===== config.mk =====
export PLATFORM = sky130hd
export DESIGN_NAME = stepper_ramp_ctrl
export DESIGN_NICKNAME = d
export VERILOG_FILES = /design/src/rtl/stepper_pkg.sv /design/src/rtl/stepper_ramp_gen.sv /design/src/rtl/stepper_ramp_ctrl.sv
export SDC_FILE = /design/constraint.sdc
export NUM_CORES = 1
export LEC_CHECK = 0
export ABC_AREA = 1
export CAP_MARGIN = 10
export CORE_MARGIN = 5
export CORE_UTILIZATION = 45
export DETAILED_ROUTE_END_ITERATION = 10
export HOLD_SLACK_MARGIN = 0.1
export MAX_ROUTING_LAYER = met4
export SYNTH_ARGS = -nofsm -noshare
export SYNTH_HDL_FRONTEND = slang
export SYNTH_SLANG_ARGS = --single-unit
export TNS_END_PERCENT = 30

===== constraint.sdc =====
create_clock -name clk -period 6.81 [get_ports clk]
set_clock_uncertainty 0.2 [all_clocks]
set_input_delay 1.7025 -clock clk [delete_from_list [all_inputs] [get_ports clk]]
set_output_delay 1.7025 -clock clk [all_outputs]
set_load 0.01 [all_outputs]

===== src/rtl/stepper_pkg.sv =====
// Shared state encoding and default timing constants for the stepper move controller.
package stepper_pkg;

  typedef enum logic [2:0] {
    IDLE  = 3'd0,
    SETUP = 3'd1,
    PULSE = 3'd2,
    GAP   = 3'd3,
    DONE  = 3'd4
  } state_e;

  localparam int unsigned DEF_CNT_W      = 32;
  localparam int unsigned DEF_POS_W      = 24;
  localparam int unsigned DEF_MAX_PERIOD = 20000;
  localparam int unsigned DEF_MIN_PERIOD = 5000;
  localparam int unsigned DEF_ACCEL_STEP = 250;
  localparam int unsigned DEF_PULSE_W    = 100;
  localparam int unsigned DEF_DIR_SETUP  = 50;

endpackage


===== src/rtl/stepper_ramp_gen.sv =====
// Linear ramp rule: decides the next step period and ramp depth at each STEP rise.
module stepper_ramp_gen
  import stepper_pkg::*;
#(
  parameter int unsigned CNT_W      = DEF_CNT_W,
  parameter int unsigned POS_W      = DEF_POS_W,
  parameter int unsigned MAX_PERIOD = DEF_MAX_PERIOD,
  parameter int unsigned MIN_PERIOD = DEF_MIN_PERIOD,
  parameter int unsigned ACCEL_STEP = DEF_ACCEL_STEP
) (
  input  logic [CNT_W-1:0] period,
  input  logic [POS_W-1:0] ramp_cnt,
  input  logic [POS_W-1:0] rem,
  output logic [CNT_W-1:0] period_nxt,
  output logic [POS_W-1:0] ramp_nxt
);

  // One extra bit so neither the add nor the subtract can wrap before clamping.
  localparam logic [CNT_W:0]   MAX_X = (CNT_W+1)'(MAX_PERIOD);
  localparam logic [CNT_W:0]   MIN_X = (CNT_W+1)'(MIN_PERIOD);
  localparam logic [CNT_W:0]   ACC_X = (CNT_W+1)'(ACCEL_STEP);
  localparam logic [CNT_W-1:0] MAX_P = CNT_W'(MAX_PERIOD);
  localparam logic [CNT_W-1:0] MIN_P = CNT_W'(MIN_PERIOD);

  logic [CNT_W:0] period_x;
  logic [CNT_W:0] up;
  logic [CNT_W:0] dn;

  always_comb begin
    period_x   = {1'b0, period};
    up         = period_x + ACC_X;
    dn         = period_x - ACC_X;
    period_nxt = period;
    ramp_nxt   = ramp_cnt;
    if ((rem <= ramp_cnt) && (ramp_cnt != '0)) begin
      ramp_nxt   = ramp_cnt - POS_W'(1);
      period_nxt = (up > MAX_X) ? MAX_P : up[CNT_W-1:0];
    end else if (period_x > MIN_X) begin
      ramp_nxt   = ramp_cnt + POS_W'(1);
      period_nxt = (dn[CNT_W] || (dn < MIN_X)) ? MIN_P : dn[CNT_W-1:0];
    end
  end

endmodule


===== src/rtl/stepper_ramp_ctrl.sv =====
// Counted-move controller for a STEP/DIR stepper driver with linear period ramps.
module stepper_ramp_ctrl
  import stepper_pkg::*;
#(
  parameter int unsigned CNT_W      = DEF_CNT_W,
  parameter int unsigned POS_W      = DEF_POS_W,
  parameter int unsigned MAX_PERIOD = DEF_MAX_PERIOD,
  parameter int unsigned MIN_PERIOD = DEF_MIN_PERIOD,
  parameter int unsigned ACCEL_STEP = DEF_ACCEL_STEP,
  parameter int unsigned PULSE_W    = DEF_PULSE_W,
  parameter int unsigned DIR_SETUP  = DEF_DIR_SETUP
) (
  input  logic             clk,
  input  logic             rst_n,
  input  logic             en,
  input  logic             start,
  input  logic             dir_in,
  input  logic [POS_W-1:0] target_steps,
  input  logic             abort,
  output logic             step,
  output logic             dir,
  output logic             enable_n,
  output logic             busy,
  output logic             done,
  output logic [POS_W-1:0] steps_done
);

  localparam logic [CNT_W-1:0] MAX_P       = CNT_W'(MAX_PERIOD);
  localparam logic [CNT_W-1:0] PULSE_LAST  = CNT_W'(PULSE_W - 1);
  localparam logic [CNT_W-1:0] SETUP_LAST  = CNT_W'((DIR_SETUP == 0) ? 0 : DIR_SETUP - 1);
  localparam state_e           FIRST_STATE = (DIR_SETUP == 0) ? PULSE : SETUP;

  state_e           state_q, state_d;
  logic [CNT_W-1:0] cyc_cnt, period_q, gen_period;
  logic [POS_W-1:0] ramp_q, gen_ramp, target_q;
  logic [POS_W-1:0] rem_now, rem_rise, steps_nxt, ramp_upd;
  logic             first_pulse, accept, abort_ok, cnt_clr;

  // start is a one-cycle request, taken only in IDLE with the driver enabled.
  assign accept      = (state_q == IDLE) && start && en;
  assign first_pulse = (state_q == PULSE) && (cyc_cnt == '0);
  assign rem_now     = target_q - steps_done;
  assign rem_rise    = target_q - steps_done - POS_W'(1);
  assign steps_nxt   = first_pulse ? steps_done + POS_W'(1) : steps_done;
  assign ramp_upd    = first_pulse ? gen_ramp : ramp_q;
  // The trailing GAP cycle after the final step has nothing left to shorten.
  assign abort_ok    = abort && en &&
                       ((state_q == SETUP) || (state_q == PULSE) ||
                        ((state_q == GAP) && (rem_now != '0)));
  assign cnt_clr     = ((state_d != state_q) && (state_d != GAP)) || (state_d == IDLE);

  stepper_ramp_gen #(
    .CNT_W      (CNT_W),
    .POS_W      (POS_W),
    .MAX_PERIOD (MAX_PERIOD),
    .MIN_PERIOD (MIN_PERIOD),
    .ACCEL_STEP (ACCEL_STEP)
  ) u_ramp (
    .period     (period_q),
    .ramp_cnt   (ramp_q),
    .rem        (rem_rise),
    .period_nxt (gen_period),
    .ramp_nxt   (gen_ramp)
  );

  always_ff @(posedge clk or negedge rst_n) begin
    if (!rst_n) state_q <= IDLE;
    else        state_q <= state_d;
  end

  always_comb begin
    state_d = state_q;
    if (!en) begin
      state_d = IDLE;
    end else begin
      case (state_q)
        IDLE:    if (start) state_d = (target_steps == '0) ? DONE : FIRST_STATE;
        SETUP:   if (abort_ok) state_d = DONE;
                 else if (cyc_cnt == SETUP_LAST) state_d = PULSE;
        PULSE:   if (cyc_cnt == PULSE_LAST) state_d = GAP;
        GAP:     if (rem_now == '0) state_d = DONE;
                 else if (cyc_cnt == period_q - CNT_W'(1)) state_d = PULSE;
        DONE:    state_d = IDLE;
        default: state_d = IDLE;
      endcase
    end
  end

  // cyc_cnt runs across PULSE into GAP so it measures rise-to-rise spacing.
  always_ff @(posedge clk or negedge rst_n) begin
    if (!rst_n) begin
      step       <= 1'b0;
      dir        <= 1'b0;
      enable_n   <= 1'b1;
      busy       <= 1'b0;
      done       <= 1'b0;
      steps_done <= '0;
      cyc_cnt    <= '0;
      period_q   <= MAX_P;
      ramp_q     <= '0;
      target_q   <= '0;
    end else begin
      enable_n <= ~en;
      step     <= (state_d == PULSE);
      done     <= (state_d == DONE);
      busy     <= (state_d == SETUP) || (state_d == PULSE) || (state_d == GAP) || accept;
      cyc_cnt  <= cnt_clr ? '0 : cyc_cnt + CNT_W'(1);
      if (accept) begin
        dir        <= dir_in;
        target_q   <= target_steps;
        steps_done <= '0;
        period_q   <= MAX_P;
        ramp_q     <= '0;
      end else begin
        if (first_pulse) begin
          steps_done <= steps_nxt;
          period_q   <= gen_period;
          ramp_q     <= gen_ramp;
        end
        if (abort_ok && (state_q == PULSE))
          target_q <= steps_nxt + ramp_upd;
        else if (abort_ok && (state_q == GAP))
          target_q <= steps_done + ramp_q + POS_W'(ramp_q == '0);
      end
    end
  end

endmodule


After elaboration in Yosys (flattened, before gate mapping)
Cells that the tools add are included.

operators by class
  $add $sub $neg = 12
  $lt $le $gt $ge = 4
  equality and inequality tests = 12
  muxes and demuxes = 26
  bitwise operators = 1
  reduce and logical (&&, ||, !) cells = 29

operator list
  kind                     count
  $mux W24                 10
  $mux W32                 7
  $logic_not A24 Y1        3
  $add A24 B1 Y24 const B  2
  $add A24 B24 Y24         2
  $reduce_bool A24 Y1      2
  $sub A24 B1 Y24 const B  2
  $add A32 B8 Y33 const B  1
  $gt A33 B15 Y1 const B   1
  $lt A33 B13 Y1 const B   1
  $sub A32 B8 Y33 const B  1
  $add A32 B1 Y32 const B  1
  $eq A32 B32 Y1           1
  $eq A32 B6 Y1 const B    1
  $eq A32 B7 Y1 const B    1
  $gt A32 B13 Y1 const B   1
  $logic_not A32 Y1        1
  $sub A32 B1 Y32 const B  1
  $add A24 B1 Y24          1
  $le A24 B24 Y1           1
  $mux W3                  8
  $sub A24 B24 Y24         1
  $eq A3 B2 Y1 const B     4
  $pmux W3 S4              1
  11 further kinds         29

storage, ports and cells
  flip-flop bits (word level) = 144
  bits of input ports = 30
  word-level logic and storage cells = 95

Depth between registers and ports, before layout
  depth in word-level cells = 12
  gate-level depth with buffers = 53
  mapped depth without buffers = 50

By module
Synthesis repeated with hierarchy kept, for this count alone.

unflattened totals
  cell total of the unflattened synthesis = 2936
  area, all modules = 17814.6 µm²

by module, submodules not included
  module             times used  cells an instance  area each (µm²)
  stepper_ramp_ctrl  1           1958               13135.1
  stepper_ramp_gen   1           978                4679.5

Worst setup path after synthesis
OpenSTA, ideal clock, no wires.

  path type = register to register
  start point = register steps_done[0]
  end point = register target_q[14]
  setup time = 0.077 ns
  arrival time = 6.788 ns
  required time = 6.533 ns
  setup slack = -0.255 ns
  cell stages (with the launch flop) = 48
  path buffers = 2
  period minus slack after synthesis = 7.065 ns
  cells stage by stage = dfrtp_1 ha_1 inv_1 fa_1 xor2_1 nor2_1 nand2_1 inv_1 nand3_1 nor2_1 nand3_1 a211oi_1 nand2_1 nor3_2 nand2_1 nor2_1 nand2_1 xor2_1 [... 12 more ...] o211ai_1 xor2_1 inv_1 ha_1 nand2_1 o21ai_0 nand2_1 nand2_1 a21o_1 a21oi_1 o21ai_0 nand3_1 nand2_1 inv_1 or2_2 nand3_1 nand3_1 a21oi_1

between the ends
  longest elaborated chain between the ends = 9

ends and longest elaborated chain
  item                    line                                              text
  start, declared         stepper_ramp_ctrl.sv:25                           output logic [POS_W-1:0] steps_done
  start signal, assigned  stepper_ramp_ctrl.sv:116                          steps_done <= steps_nxt;
  $sub A24 B24 Y24        stepper_ramp_ctrl.sv:42, stepper_ramp_ctrl.sv:43
  $sub A24 B1 Y24         stepper_ramp_ctrl.sv:43                           assign rem_rise = target_q - steps_done - POS_W'(1);
  $le A24 B24 Y1          stepper_ramp_gen.sv:35                            if ((rem <= ramp_cnt) && (ramp_cnt != '0)) begin
  $logic_and A1 B1 Y1     stepper_ramp_gen.sv:35
  $mux W24                stepper_ramp_gen.sv:35
  $mux W24                n/a
  $add A24 B24 Y24        stepper_ramp_ctrl.sv:121                          target_q <= steps_nxt + ramp_upd;
  $mux W24                stepper_ramp_ctrl.sv:120                          if (abort_ok && (state_q == PULSE))
  $mux W24                stepper_ramp_ctrl.sv:108                          if (accept) begin
  end signal, assigned    stepper_ramp_ctrl.sv:110                          target_q <= target_steps;
  end signal, assigned    stepper_ramp_ctrl.sv:121
  end signal, assigned    stepper_ramp_ctrl.sv:123                          target_q <= steps_done + ramp_q + POS_W'(ramp_q == '0);
  end, declared           stepper_ramp_ctrl.sv:35                           logic [POS_W-1:0] ramp_q, gen_ramp, target_q;

Parallel ways exist; a longest one is shown, timed or not. The select of a mux whose other input is x is not followed.
A chain may end at the register's enable or synchronous reset.

Worst setup path in the final report
  start point = register target_q[0]
  end point = register target_q[22]

between the ends
  longest elaborated chain between the ends = 9

ends and longest elaborated chain
  item                  line
  $sub A24 B24 Y24 (*)  stepper_ramp_ctrl.sv:42, stepper_ramp_ctrl.sv:43
  $sub A24 B1 Y24       stepper_ramp_ctrl.sv:43
  $le A24 B24 Y1        stepper_ramp_gen.sv:35
  $logic_and A1 B1 Y1   stepper_ramp_gen.sv:35
  $mux W24              stepper_ramp_gen.sv:35
  $mux W24              n/a
  $add A24 B24 Y24      stepper_ramp_ctrl.sv:121
  $mux W24              stepper_ramp_ctrl.sv:120
  $mux W24              stepper_ramp_ctrl.sv:108

Every way passes the cells marked *; elsewhere a longest branch is shown, timed or not.

==> flow_summary_export.csv <==
group,metric,value,unit
synthesis,syn_area,16500,um2
detailed_routing,wl_per_cell,18.1,um
layout,seqCellArea,3590,um2
synthesis,async_flop_share,1.00,
clocking,htree_levels,4,
timing,hold_viol_final,0,
synthesis,synth_top_family_by_area,"simple AND/OR/NAND/NOR gates",
power_and_ir_drop,peakVddDrop,180,uV
global_route,overflow,0,
die,rows,70,
global_route,grt_max_degree,92,
die,die_area,40500,um2
critical_path,worstSetupPathType,"flip-flop to flip-flop",
layout,design_area,20000,um2
placed_design,pre_cts_ws,-0.522,ns
timing,setup_ws,-0.00606,ns
critical_path,worstPathMaxFanout,6,
synthesis,synthMuxAreaShare,0,
critical_path,r2r_cells,46,
timing,period_share,1.00,
die,die_y,201,um
layout,fin_cells,3253,
die,start_util,0.453,
hold_path,whs_path_depth,2,
power_and_ir_drop,leakage,10.1,nW
timing,maxSlewHeadroom,0.321,
synthesis,ys.flop_type,"dfrtp_1",
timing,drv_slew,0,
die,io_pins,59,
global_route,grt_pass1_wl,92100,um
synthesis,yosysUniqueCellTypes,56,
timing,rsz0062_at_grt,"true",
clocking,clkLatencyLatePin,0.47,ns
critical_path,startpoint_type,"flip-flop",
power_and_ir_drop,p_total,3.48,mW
detailed_routing,drt_iter0_markers,1178,
detailed_routing,avgViaCountPerCell,5.33,
timing,period_needed,6.82,ns
critical_path,cp_slowest_cell,"dfrtp_1",
clocking,cts.sinks,143,
clocking,numCtsBuffers,17,
synthesis,synthXorXnorAreaFrac,0.113,
synthesis,ys_seq_area_frac,0.218,
detailed_routing,vias,17332,
clocking,clkSlewWorstSetupHoldPaths,0.07,ns
layout,final_common_cell,"nand2_1",
synthesis,synth-seq-cells,143,
global_route,grt.total_usage,0.292,
die,coreArea,36300,um2
power_and_ir_drop,powerDensity,174,nW/um2
layout,syn_to_final_growth,21.3,%
layout,final_cell_mix,"nand2_1, inv_1, nor2_1",
synthesis,synth-edff-count,0,
synthesis,syn_avg_cell_area,6.47,um2
synthesis,yosys_warnings,0,
layout,multi_input_area,11500,um2
clocking,cts_tree,"yes",
placed_design,post_dp_cell_area,18600,um2
detailed_routing,routed_wl,58800,um
hold_path,hold_path.class,"flip-flop to flip-flop",
detailed_routing,drc_errors,0,
synthesis,synth_simple_gate_area_share,0.371,
synthesis,yosys.area_share.adder,0.0831,
synthesis,synth_compound_area_frac,0.103,
critical_path,required,6.96,ns
clocking,hold_buffers,0,
critical_path,cp-end-kind,"flip-flop",
global_route,antenna_found_initial,1,
outcome,status,"complete, but fails checks",
placed_design,port_buffers,58,
synthesis,syn_nets,2684,
timing,holdWs,0.283,ns
outcome,violations,"setup timing",
clocking,cts-root-buf,"clkbuf_16",
synthesis,synth_cells,2547,
layout,drive_gt1_frac,0.170,
placed_design,routabilityCongestion,0.974,
layout,nets,2908,
critical_path,arrival,6.97,ns
timing,finalSetupViolCount,1,
die,die_x,201,um
clocking,clock_tree.buffer_depth,2,
timing,fmax,147,MHz
job,cap_violations,0,
placed_design,placed_cells,3183,
global_route,grt_pass1_vias,17283,
timing,max_slew.worst_pin.slew,1.02,ns
detailed_routing,drt.antenna.violating_nets,0,
placed_design,hpwl,47300,um
layout,fillers,3615,
detailed_routing,drtPass1Iterations,7,
critical_path,max_stage_delay,0.37,ns
## cells by family (layout without fill, tap and decap cells)
logic type               Yosys count  count (layout)
other                              0               1
adder cells (fa/ha/maj)          107             107
AO/OA/AOI/OAI                    300             300
buffers and inverters            459             696
XOR/XNOR                         213             213
flip-flops                       143             143
AND/OR/NAND/NOR                 1325            1325
## sequential cells by signal, indices dropped and copies added (netlist names)
signal,count
cyc_cnt,32
state_q,3
dir,1
target_q,24
enable_n,1
steps_done,24
period_q,31
ramp_q,24
busy,1
step,1
done,1
## per-layer routing
| layer | vias to the layer above | wire length (um) | GRT usage |
|---|---|---|---|
| met1 | 8162 | 24200 | 0.333 |
| met4 | 0 | 2390 | 0.116 |
| met5 | - | 0 | - |
| met3 | 139 | 1850 | 0.0285 |
| met2 | 409 | 30400 | 0.527 |
| li1 | 8622 | - | - |
## worst paths after layout
kind / from / to / slack [ns]
worst min-delay path: dir / dir / 0.28
worst min register to register: dir / dir / 0.28
min in group asynchronous: rst_n / period_q[19] / 1.11
worst max register to register: target_q[0] / target_q[22] / -0.006
max in group asynchronous: rst_n / cyc_cnt[10] / 4.04
worst max-delay path: target_q[0] / target_q[22] / -0.006
## Yosys cell counts (all sizes together) (3+ instances only)
master | instances | share of area
nand2 | 638 | 0.15
inv | 387 | 0.088
nor2 | 346 | 0.10
xor2 | 172 | 0.091
nand3 | 163 | 0.053
dfrtp | 137 | 0.21
o21ai | 119 | 0.036
a21oi | 106 | 0.032
ha | 103 | 0.078
nand4 | 63 | 0.025
nor3 | 59 | 0.020
xnor2 | 41 | 0.022
buf | 36 | 0.016
nor4 | 32 | 0.013
clkbuf | 30 | 0.0068
o211ai | 18 | 0.0085
a211oi | 15 | 0.0068
a31oi | 13 | 0.0049
or2 | 9 | 0.0034
nand3b | 8 | 0.0036
a21o | 6 | 0.0027
and2 | 6 | 0.0023
clkinv | 6 | 0.0014
dfstp | 6 | 0.0096
o21bai | 6 | 0.0027
fa | 4 | 0.0049
o21a | 3 | 0.0014
o22ai | 3 | 0.0011
o31ai | 3 | 0.0014
## where the power goes
| part | internal [mW] | switching (mW) | leakage, nW |
|---|---|---|---|
| sequential | 0.880 | 0.0244 | 1.94 |
| combinational | 0.636 | 0.953 | 7.82 |
| clock | 0.522 | 0.464 | 0.285 |
## area by class of cell
| class | instances | share of cell area |
|---|---|---|
| Timing Repair Buffer | 271 | 0.110 |
| Antenna cell | 1 | 0.000125 |
| Inverter | 393 | 0.0745 |
| Multi-Input combinational cell | 1945 | 0.577 |
| Tap cell | 468 | 0.0293 |
| Clock buffer | 17 | 0.0213 |
| Sequential cell | 143 | 0.180 |
| Clock inverter | 15 | 0.00814 |
## per-stage QoR
| step | util | TNS (ns) |
|---|---|---|
| finish | 0.550 | -0.00606 |
| global route | 0.550 | -6.01 |
| detailed placement | 0.512 | -6.74 |
| CTS | 0.541 | -0.0155 |
| global placement | 0.512 | -4.31 |
| floorplan | - | 0 |
## worst max-delay path, delay by kind of cell, from the launching register on
kind | cells | cell delay, ns
simple gates | 26 | 2.98
fa+ha+maj | 4 | 1.14
compound gates | 6 | 0.87
buf+inv | 7 | 0.61
xor+xnor | 3 | 0.54
flops | 1 | 0.37
## timing repair
item / in CTS / in global routing
buffers inserted: 21 / 17
setup endpoints to repair: 19 / 20
pin swaps: 52 / 54
resized for setup: 76 / 41
No activity file was read; power rests on OpenSTA's default activity.
==> RTL change 1 (same flow settings) <==
One comparison of `cyc_cnt` changes from == to >=.
--- a/src/rtl/stepper_ramp_ctrl.sv
+++ b/src/rtl/stepper_ramp_ctrl.sv
@@ -76,7 +76,7 @@
       case (state_q)
         IDLE:    if (start) state_d = (target_steps == '0) ? DONE : FIRST_STATE;
         SETUP:   if (abort_ok) state_d = DONE;
-                 else if (cyc_cnt == SETUP_LAST) state_d = PULSE;
+                 else if (cyc_cnt >= SETUP_LAST) state_d = PULSE;
         PULSE:   if (cyc_cnt == PULSE_LAST) state_d = GAP;
         GAP:     if (rem_now == '0) state_d = DONE;
                  else if (cyc_cnt == period_q - CNT_W'(1)) state_d = PULSE;
Formal check against the unedited RTL: same outputs for any inputs over 10 cycles, from zero or initial values and one cycle with rst_n low; that may be too few to reach the edited logic, so the function may still have changed.
==> RTL change 1 against the original RTL <==
Fmax grew 0.83%. Utilization increased by 1.8 points. Synthesized area up 0.84%. Largest power group unchanged. Cell area increased by 3.8%. Non-clock buffer count is 60 higher. Wire length is 8.5% higher. Critical path depth up 1. Setup slack better by 0.056 ns. Die area grew 0.80%. Total power decreased by 1.1%. Synthesized cell count rose by 1.4%. Critical endpoint unchanged. Hold slack is essentially flat. Sequential cell count unchanged. Largest cell class unchanged.
==> RTL change 1: results (changes against the original RTL) <==
* Synth cell types at 55 (-1.8%)
* Total power at 3440 µW (-1.1%)
* Largest net degree at the start of global routing at 64 (-30%)
* WL/cell at 19.1 µm (+5.5%)
* Number of global-route vias before repair at 17900 (+3.5%)
* Number of fill cells at 3602 (-0.36%)
* P_leak at 0.0104 µW (+3.7%)
* Drt pass-1 iters at 5 (-2)
* # nets final at 3000 (+3.2%)
* Synth cell count leaders: 580 x nand2_1, 384 x inv_1, 297 x nor2_1
* Reg2reg setup slack at 0.05 ns (+0.06 ns)
* GR Util met2 at 54.8% (+2.1 points)
* Critical Path AT at 6.93 ns (-0.04 ns)
* Clock power frac at 28.6% (+0.3 points)
* Top cells by area, synth: dfrtp_1 21%, nand2_1 13%, xor2_1 8.8%, inv_1 8.7%, ha_1 7.8%
* Total Routing Usage GR at 31.5% (+2.4 points)
* Place WS at -0.621 ns (-0.0989 ns)
* Max Fclk at 148 MHz (+0.83%)
* Critical Path End Type: register
* Flop pwr share at 26.4% (+0.4 points)
* Register area share after synthesis at 21.6% (-0.18 points)
* Crit Reg-Reg Endpoint: target_q[22]$_DFFE_PN0P_
* Placed inst area at 0.0193 mm² (+3.9%)
* Final RePlAce weighted congestion at 1.01 (+4.0%)
* Outcome: completed
* Grt met3 use at 4.43% (+1.6 points)
* Initial DRC Count at 1104 (-6.3%)
* M1 GR Usage at 33.5% (+0.20 points)
* Vias/cell at 5.41 (+1.6%)
* Worst-case reg-to-reg path depth at 47 (+2.2%)
* Slowest CP cell: dfrtp_1
* H-tree levels at 4 (unchanged)
* Least-Margin Pin Slew at 1.07 ns (+0.0523 ns)
* Internal at 2120 µW (+4.0%)
* Fraction of layout cells with a size suffix above 1 at 19.7% (+2.8 points)
* Hold WS at 0.283 ns (-0.000270 ns)
* Dpl hpwl at 51800 µm (+9.7%)
* Max VDD drop at 0.000173 V (-4.0%)
* Drt total wl at 63800 µm (+8.5%)
* First-pass GRT wire length at 98600 µm (+7.1%)
* Critical path peak fanout at 11 (+5)
* Gate Count Post-Synth at 2583 (+1.4%)
* Placed insts at 3288 (+3.3%)
* Worst Setup SP: target_q[0]$_DFFE_PN0P_
* Net Count, Synth at 2720 (+1.3%)
* Register area at 0.00359 mm² (about the same)
-- RTL change 1: logic make-up after synthesis --
kind of cell               synth area share, %
AOI/OAI and AO/OA                         9.80
buffers and inverters                     11.2
DFF                                       21.6
xor gates and xnor gates                  10.7
and+or+nand+nor                           38.5
adders and majority gates                 8.24
-- RTL change 1: timing repair --
item	in CTS	in global routing
endpoints found under the setup margin	20	22
resized for setup	86	58
gates cloned	0	0
pin swaps	40	43
setup buffers	15	9
-- RTL change 1: per-layer routing --
metal	routed length (µm)	share of wire (%)	up-vias
met5	0	0	-
met4	5220	8.2	0
met3	2820	4.4	205
met2	31700	50	567
met1	24100	38	8471
li1	-	-	8866
-- RTL change 1: cell type report --
class,count,share of cell area [%]
multi-input cells,1970,56.9
well taps,468,2.82
clock inverters,13,0.736
diodes,1,0.0121
clock buffers,19,2.14
inverters,400,7.26
repair buffers,331,12.9
flip-flops and latches,143,17.3
==> RTL change 2 (same settings) <==
Without the edit above. `DEF_POS_W`: 24 -> 12.
--- a/src/rtl/stepper_pkg.sv
+++ b/src/rtl/stepper_pkg.sv
@@ -10,7 +10,7 @@
   } state_e;
 
   localparam int unsigned DEF_CNT_W      = 32;
-  localparam int unsigned DEF_POS_W      = 24;
+  localparam int unsigned DEF_POS_W      = 12;
   localparam int unsigned DEF_MAX_PERIOD = 20000;
   localparam int unsigned DEF_MIN_PERIOD = 5000;
   localparam int unsigned DEF_ACCEL_STEP = 250;
Interface: changed (resized steps_done and target_steps); port bits go from 59 to 35. No check against the original RTL was run, so the function may have changed too.
==> RTL change 2 against the original RTL <==
Total power down 48%. Die area down 30%. Wire length down 41%. Fmax up 9.2%. Combinational power down 68%. Non-clock buffer count down 225. Setup slack better by 0.58 ns. Cell area down 40%. Sequential cell count down 36. Synthesized area down 32%. Clock power down 38%. Largest cell class unchanged.
==> RTL change 2: results (changes against the original RTL) <==
* Max incr delay on CP at 0.46 ns (+0.09 ns)
* TritonCTS Buffers at 9 (-8)
* # nets final at 1810 (-38%)
* Critical Path AT at 6.35 ns (-0.62 ns)
* Final RePlAce weighted congestion at 0.998 (+2.5%)
* Port Buffer Count at 34 (-41%)
* Via Count at 11000 (-37%)
* Internal at 1170 µW (-43%)
* WL/cell at 16.7 µm (-7.5%)
* Xor/xnor share of the synthesized area at 10.6% (-0.71 points)
* Dpl hpwl at 27700 µm (-41%)
* Synth cell count leaders: 438 x nand2_1, 224 x nor2_1, 219 x inv_1
* Worst skew pair latency at 0.37 ns (-0.10 ns)
* Delay-heaviest family, CP: simple AND/OR/NAND/NOR gates
* Ys async rst share at 100% (unchanged)
* First-pass GRT wire length at 55200 µm (-40%)
* Total Routing Usage GR at 24.8% (-4.4 points)
* Initial DRC Count at 709 (-40%)
* Post-synthesis adder-cell area fraction at 6.85% (-1.5 points)
* Synth cell types at 52 (-7.1%)
* Placed inst area at 0.0117 mm² (-37%)
* Mean Syn Cell Area at 6.49 µm² (+0.45%)
* Diodes inserted at 0 (-1)
* Register area share after synthesis at 23.9% (+2.1 points)
* Initial antenna violation count at 0 (-1)
* Fraction of layout cells with a size suffix above 1 at 7.88% (-9.1 points)
* Top cells by area, synth: dfrtp_1 23%, nand2_1 15%, xor2_1 9.1%, nor2_1 7.5%, inv_1 7.3%
* H-tree levels at 3 (-1)
* Least-Margin Pin Slew at 0.773 ns (-0.244 ns)
* Placed insts at 2045 (-36%)
* Multiplexer share of the synthesized area at 0% (unchanged)
* P_leak at 0.00611 µW (-39%)
* Compound-cell area share of the yosys netlist at 7.77% (-2.5 points)
* Max VDD drop at 0.000110 V (-39%)
* Slowest CP cell: fa_1
* Largest net degree at the start of global routing at 49 (-47%)
* Drt pass-1 iters at 5 (-2)
* Clock transition at path regs at 0.09 ns (+0.02 ns)
* Outcome: completed
* Post-route insts no fill at 2062 (-37%)
## RTL change 2: cell types whose count changed in the layout (fill, tap and decap cells not counted), moves of 37 or more
| cell | before | now |
|---|---|---|
| buf_4 | 208 | 13 |
| ha_1 | 92 | 55 |
| inv_1 | 372 | 218 |
| nand2_1 | 590 | 438 |
| nor2_1 | 276 | 223 |
| o21ai_0 | 94 | 56 |
| xor2_1 | 168 | 116 |
## RTL change 2: cell type report
cell class	instances	area, µm²
Inverter	225	845
Tap cell	324	405
Fill cell	2563	12400
Clock buffer	9	225
Clock inverter	7	108
Timing Repair Buffer	46	428
Multi-Input combinational cell	1344	7380
Sequential cell	107	2690
## RTL change 2: repair_timing
action / in CTS / in global routing
hold endpoints to repair: 0 / 0
endpoints found under the setup margin: 0 / 7
buffers inserted: 0 / 1
hold buffers: 0 / 0
gates resized for setup: 0 / 9
## RTL change 2: logic make-up (layout without fill, tap and decap cells)
group | count (synthesis) | after routing
simple gates | 993 | 993
buf+inv | 277 | 287
compound gates | 156 | 156
xor+xnor | 136 | 136
flops | 107 | 107
fa+ha+maj | 59 | 59
## RTL change 2: power groups by stage
stage          combinational [µW]  sequential (µW)  clock (µW)
2_1_floorplan                 374              676           0
3_3_place_gp                  494              683           0
3_5_place_dp                  503              683           0
4_1_cts                       504              671         623
5_1_grt                       592              672         649
6_report                      511              671         613
## RTL change 2: final timing paths
path | startpoint | end | slack, ns | depth (start not counted)
worst max-delay path | steps_done[0]$_DFFE_PN0P_ | target_q[10]$_DFFE_PN0P_ | 0.57 | 39
worst min-delay path | dir$_DFFE_PN0P_ | dir$_DFFE_PN0P_ | 0.29 | 2
worst max register to register | steps_done[0]$_DFFE_PN0P_ | target_q[10]$_DFFE_PN0P_ | 0.57 | 39
worst min register to register | dir$_DFFE_PN0P_ | dir$_DFFE_PN0P_ | 0.29 | 2
max in group asynchronous | rst_n | cyc_cnt[6]$_DFF_PN0_ | 4.42 | 2
min in group asynchronous | rst_n | period_q[24]$_DFFE_PN0P_ | 1.02 | 1
## RTL change 2: per-stage QoR
stage | util (%) | hold WS, ns | worst slack [ns]
global route | 49.4 | 0.338 | -0.0374
floorplan | - | 0.253 | 0.794
finish | 49.4 | 0.286 | 0.570
CTS | 49.2 | 0.295 | 0.224
global placement | 47.8 | 0.264 | 0.448
detailed placement | 47.8 | 0.270 | 0.267
## RTL change 2: metal layers
| layer | vias up | wire (µm) | GRT usage (%) |
|---|---|---|---|
| met5 | - | 0 | - |
| met4 | 0 | 1550 | 10.5 |
| met3 | 93 | 1200 | 2.60 |
| met2 | 278 | 17300 | 43.1 |
| met1 | 5074 | 14400 | 29.1 |
| li1 | 5546 | - | - |
